### src/rtl/cam_allocator_mt.sv
// Multi-type CU free-space CAM: per-CU, per-type free counts with valid bits,
// and a one-in-flight fit query returning a fit bitmap and a round-robin first-fit CU.
module cam_allocator_mt #(
  parameter int CU_ID_WIDTH   = 6,
  parameter int NUMBER_CU     = 64,
  parameter int RES_ID_WIDTH  = 10,
  parameter int NUM_RES_TYPES = 4
) (
  input  logic                                        clk,
  input  logic                                        rst,
  input  logic                                        search_valid,
  output logic                                        search_ready,
  input  logic [NUM_RES_TYPES*(RES_ID_WIDTH+1)-1:0]   search_size,
  input  logic [NUMBER_CU-1:0]                        search_cu_mask,
  output logic                                        result_valid,
  input  logic                                        result_ready,
  output logic [NUMBER_CU-1:0]                        result_bitmap,
  output logic                                        result_found,
  output logic [CU_ID_WIDTH-1:0]                      result_cu_id,
  input  logic                                        cam_wr_en,
  input  logic [CU_ID_WIDTH-1:0]                      cam_wr_addr,
  input  logic [NUM_RES_TYPES-1:0]                    cam_wr_type_en,
  input  logic [NUM_RES_TYPES*(RES_ID_WIDTH+1)-1:0]   cam_wr_data,
  input  logic                                        cam_inv_en
);

  localparam int W = RES_ID_WIDTH + 1;
  localparam int T = NUM_RES_TYPES;

  typedef enum logic [1:0] {
    ST_IDLE,
    ST_CMP,
    ST_SEL,
    ST_HOLD
  } state_t;

  state_t                 state_reg, state_next;
  logic [T*W-1:0]         size_reg;
  logic [NUMBER_CU-1:0]   mask_reg;
  logic [NUMBER_CU-1:0]   fit_now;
  logic [NUMBER_CU-1:0]   fit_reg;
  logic [CU_ID_WIDTH-1:0] rr_reg;
  logic [CU_ID_WIDTH-1:0] sel_id;
  logic                   accept;
  logic                   pop_found;

  // Per-CU table entry: free counts (no reset) plus per-type valid bits.
  // An invalid type field counts as fully free.
  genvar gi, gk;
  generate
    for (gi = 0; gi < NUMBER_CU; gi++) begin : g_cu
      logic           wr_hit;
      logic [T-1:0]   vld_reg;
      logic [W-1:0]   cnt_reg [T];
      logic [T-1:0]   type_fit;

      assign wr_hit = (cam_wr_addr == CU_ID_WIDTH'(gi));

      always_ff @(posedge clk or posedge rst) begin
        if (rst) begin
          vld_reg <= '0;
        end else if (wr_hit) begin
          if (cam_inv_en)
            vld_reg <= '0;
          else if (cam_wr_en)
            vld_reg <= vld_reg | cam_wr_type_en;
        end
      end

      always_ff @(posedge clk) begin
        if (wr_hit && cam_wr_en && !cam_inv_en) begin
          for (int k = 0; k < T; k++) begin
            if (cam_wr_type_en[k])
              cnt_reg[k] <= cam_wr_data[k*W +: W];
          end
        end
      end

      for (gk = 0; gk < T; gk++) begin : g_type
        assign type_fit[gk] = !vld_reg[gk] || (cnt_reg[gk] >= size_reg[gk*W +: W]);
      end

      assign fit_now[gi] = mask_reg[gi] & (&type_fit);
    end
  endgenerate

  // Round-robin first fit: lowest set bit at or above rr_reg, else lowest set bit overall.
  always_comb begin
    logic [CU_ID_WIDTH-1:0] pick_any;
    logic [CU_ID_WIDTH-1:0] pick_hi;
    logic                   hit_hi;
    pick_any = '0;
    pick_hi  = '0;
    hit_hi   = 1'b0;
    for (int i = NUMBER_CU - 1; i >= 0; i--) begin
      if (fit_reg[i]) begin
        pick_any = CU_ID_WIDTH'(i);
        if (CU_ID_WIDTH'(i) >= rr_reg) begin
          pick_hi = CU_ID_WIDTH'(i);
          hit_hi  = 1'b1;
        end
      end
    end
    sel_id = hit_hi ? pick_hi : pick_any;
  end

  always_comb begin
    state_next   = state_reg;
    search_ready = 1'b0;
    result_valid = 1'b0;
    case (state_reg)
      ST_IDLE: begin
        search_ready = 1'b1;
        if (search_valid)
          state_next = ST_CMP;
      end
      ST_CMP:  state_next = ST_SEL;
      ST_SEL:  state_next = ST_HOLD;
      ST_HOLD: begin
        result_valid = 1'b1;
        if (result_ready)
          state_next = ST_IDLE;
      end
      default: state_next = ST_IDLE;
    endcase
  end

  assign accept    = search_valid && search_ready;
  assign pop_found = result_valid && result_ready && result_found;

  always_ff @(posedge clk or posedge rst) begin
    if (rst) begin
      state_reg     <= ST_IDLE;
      size_reg      <= '0;
      mask_reg      <= '0;
      fit_reg       <= '0;
      result_bitmap <= '0;
      result_found  <= 1'b0;
      result_cu_id  <= '0;
      rr_reg        <= '0;
    end else begin
      state_reg <= state_next;
      if (accept) begin
        size_reg <= search_size;
        mask_reg <= search_cu_mask;
      end
      // The bitmap is captured at the end of CMP, so writes landing on that edge are excluded.
      if (state_reg == ST_CMP)
        fit_reg <= fit_now;
      if (state_reg == ST_SEL) begin
        result_bitmap <= fit_reg;
        result_found  <= |fit_reg;
        result_cu_id  <= sel_id;
      end
      if (pop_found) begin
        if (result_cu_id == CU_ID_WIDTH'(NUMBER_CU - 1))
          rr_reg <= '0;
        else
          rr_reg <= result_cu_id + 1'b1;
      end
    end
  end

endmodule

### config.mk
export PLATFORM = sky130hd
export DESIGN_NAME = cam_allocator_mt
export DESIGN_NICKNAME = d
export VERILOG_FILES = /design/src/rtl/cam_allocator_mt.sv
export SDC_FILE = /design/constraint.sdc
export NUM_CORES = 2
export LEC_CHECK = 0
export BUFFER_PORTS_ARGS = -buffer_cell sky130_fd_sc_hd__buf_2
export CORE_MARGIN = 10
export CORE_UTILIZATION = 50
export DETAILED_ROUTE_END_ITERATION = 6
export MAX_ROUTING_LAYER = met4
export PLACE_DENSITY = 0.76
export REMOVE_ABC_BUFFERS = 1
export SYNTH_ARGS = -nofsm -noshare
export SYNTH_HDL_FRONTEND = slang
export SYNTH_SLANG_ARGS = --single-unit
### constraint.sdc
create_clock -name clk -period 32.6 [get_ports clk]
set_input_delay 4.89 -clock clk [delete_from_list [all_inputs] [get_ports clk]]
set_output_delay 4.89 -clock clk [all_outputs]
set_load 0.05 [all_outputs]
==> run summary <==
outcome = finished with violations
failing checks = design-rule violations, max-capacitance violations, max-slew violations
Post-CTS Resized = 0
Max Cap Viol = 1
die height = 602 microns
Max Used Layer = met4
Routed wire per std cell = 31.4 microns
hold buffers post-CTS = 0
critical path depth = 5
CORE AREA = 337000 sq um
max FFs per register = 2816
Setup Skew = 0.0735 ns
Ports = 241
Critical Path AT = 8.19 ns
Yosys reg bits = 3323
vias per cell = 6.51
Final Hold Fails = 0
power density over cell area = 81.1 nW/um^2
total wire length = 565000 microns
origin of the critical flop-to-flop path = size_reg[32]
most frequent cells in the layout = ha_1, edfxtp_1, nor2_1
remaining global-route overflow = 0
DP HPWL = 372000 microns
critical path's top delay family = simple AND/OR/NAND/NOR gates
row cnt = 213
GRT Util Overall = 0.309
wl on met1 = 203000 microns
LEAKAGE = 73.5 nW
CP endpoint kind = flop
CP startpoint kind = input port
Primary FF master, synth = edfxtp_1
initial antenna violation count = 62
CP required = 33.13 ns
Initial DRC Count = 14500
# nets final = 16100
Max clock buf depth = 4
Layout Utilization = 0.563
Post-CTS Setup Inserts = 0
CTS tree = yes
worst-path cell chain = buf_2, nand2_1, nor2_1, nand2_1, nor2_1
Synth Instances = 12400
TritonCTS Buffers = 355
crit path launch = cam_wr_addr[1]
Crit Path Class = in -> reg
r2r setup slk = 27.95 ns
Final ANT Viol Nets = 0
CTS H-tree lvls = 5
clock-pin slew on the worst setup and hold paths = 0.06 ns
number of global-route vias before repair = 114000
Worst Reg2Reg Path Length in Cells = 9
Synth Cell Area = 169000 sq um
largest net degree at the start of global routing = 144
die area = 362000 sq um
Buf/Inv on CP = 1
Fmax = 131 MHz
Min-Delay Path Class = reg -> reg
clk_lat worst skew = 0.98 ns
sequential fraction of the synthesis area = 0.574
first-pass GRT wire length = 796000 microns
worst-margin pin slew = 1.50 ns
routed wl met2 = 247000 microns
asr flop ratio synth = 0.153
DRT Pass-1 Iters = 7
commonest non-fill, non-tap cell in the layout = ha_1
setup violators final = 0
EDFF count, synth = 2816
WL met3 = 68600 microns
Clock Sinks = 3323
max-slew violation count = 5
worst-path fanout max = 14
crit path capture = g_cu[11].cnt_reg[0][5]
share of cells above drive strength 1 = 0.0970
worst r2r dst = fit_reg[6]
Yosys warning total = 0
CTS root buffer = clkbuf_16
Syn-to-layout area delta = 12.1%
post-layout min period = 7.65 ns
GP Congestion = 1.04
RSZ-0062 raised after global routing = no
hold path start = g_cu[17].vld_reg[1]
relative slew slack = -0.00477
vias = 117000
Mean Syn Cell Area = 13.7 sq um
worst vdd ir = 0.0000627 V
number of port buffers = 240
# DRC = 4
Yosys cell types = 80
crit share post-route = 0.235
Slowest cell on crit path = nor2_1
Worst path max stage delay = 1.19 ns
setup TNS = 0 ns
Die Wd = 602 microns
Initial Util = 0.503
==> metrics by stage <==
stage / hold WS [ns] / power, mW / area (sq um) / setup slack (ns) / instances
after floorplan: 0.452 / 8.66 / 169000 / 13.55 / 12200
after global placement: 0.466 / 11.0 / 178000 / 24.35 / 17200
after detailed placement: 0.471 / 11.1 / 178000 / 24.33 / 17200
after CTS: 0.486 / 15.2 / 190000 / 25.30 / 17900
after global routing: 0.503 / 16.1 / 190000 / 25.07 / 17900
final: 0.486 / 15.4 / 190000 / 24.95 / 18000
==> area by class of cell <==
cell class | count | area [sq um]
Timing Repair Buffer | 488 | 3260
Sequential cell | 3323 | 97300
Multi-Input combinational cell | 8485 | 70100
Antenna cell | 52 | 130
Inverter | 436 | 1740
Fill cell | 26200 | 147000
Clock inverter | 171 | 1750
Tap cell | 4515 | 5650
Clock buffer | 493 | 9910
==> cells by family after synthesis <==
kind of cell,count (synthesis),share of synthesized area
flip-flops,3323,0.574
adder cells (fa/ha/maj),2821,0.208
AND/OR/NAND/NOR,2785,0.0864
AO/OA/AOI/OAI,2702,0.106
buffers and inverters,574,0.0130
multiplexers,174,0.0116
XOR/XNOR,3,0.000155
==> Yosys cell counts, types with 69 or more instances <==
cell type	n	area share
ha_1	2821	0.21
edfxtp_1	2816	0.50
nor2_1	692	0.015
o21ai_0	620	0.018
a21oi_1	543	0.016
dfrtp_1	507	0.075
o21a_1	470	0.021
inv_1	436	0.0097
nand3_1	362	0.011
nand2_1	347	0.0077
nand4_1	323	0.012
nor2b_1	291	0.011
nand2b_1	287	0.011
o22a_1	193	0.010
o211ai_1	184	0.0082
mux2_2	173	0.012
nor3_1	155	0.0046
clkbuf_1	112	0.0025
a21o_1	110	0.0049
a31oi_1	82	0.0030
nand3b_1	77	0.0034
a211oi_1	74	0.0033
nor4_1	70	0.0026
a2111oi_0	69	0.0036
nor4b_1	69	0.0036
==> per-layer routing <==
layer  track usage  up-vias
met5             -        -
met4         0.202        0
met3        0.0798     1998
met2         0.464     7299
met1         0.369    57300
li1              -    50300
==> how the worst min path moves through the flow <==
stage / slack [ns] / cells past startpoint / end
after floorplan: 0.45 / 1 / g_cu[16].vld_reg[0]
after CTS: 0.49 / 1 / g_cu[17].vld_reg[1]
after global routing: 0.50 / 1 / g_cu[63].vld_reg[2]
after detailed placement: 0.47 / 1 / g_cu[29].vld_reg[1]
final: 0.49 / 1 / g_cu[17].vld_reg[1]
after global placement: 0.47 / 1 / g_cu[24].vld_reg[1]
==> report_power, final <==
| group | total, mW | switching, mW | internal [mW] |
|---|---|---|---|
| Sequential | 5.19 | 0.399 | 4.79 |
| Combinational | 6.10 | 3.97 | 2.13 |
| Clock | 4.09 | 1.75 | 2.34 |
Note: power is estimated with default switching activity, not from simulation.
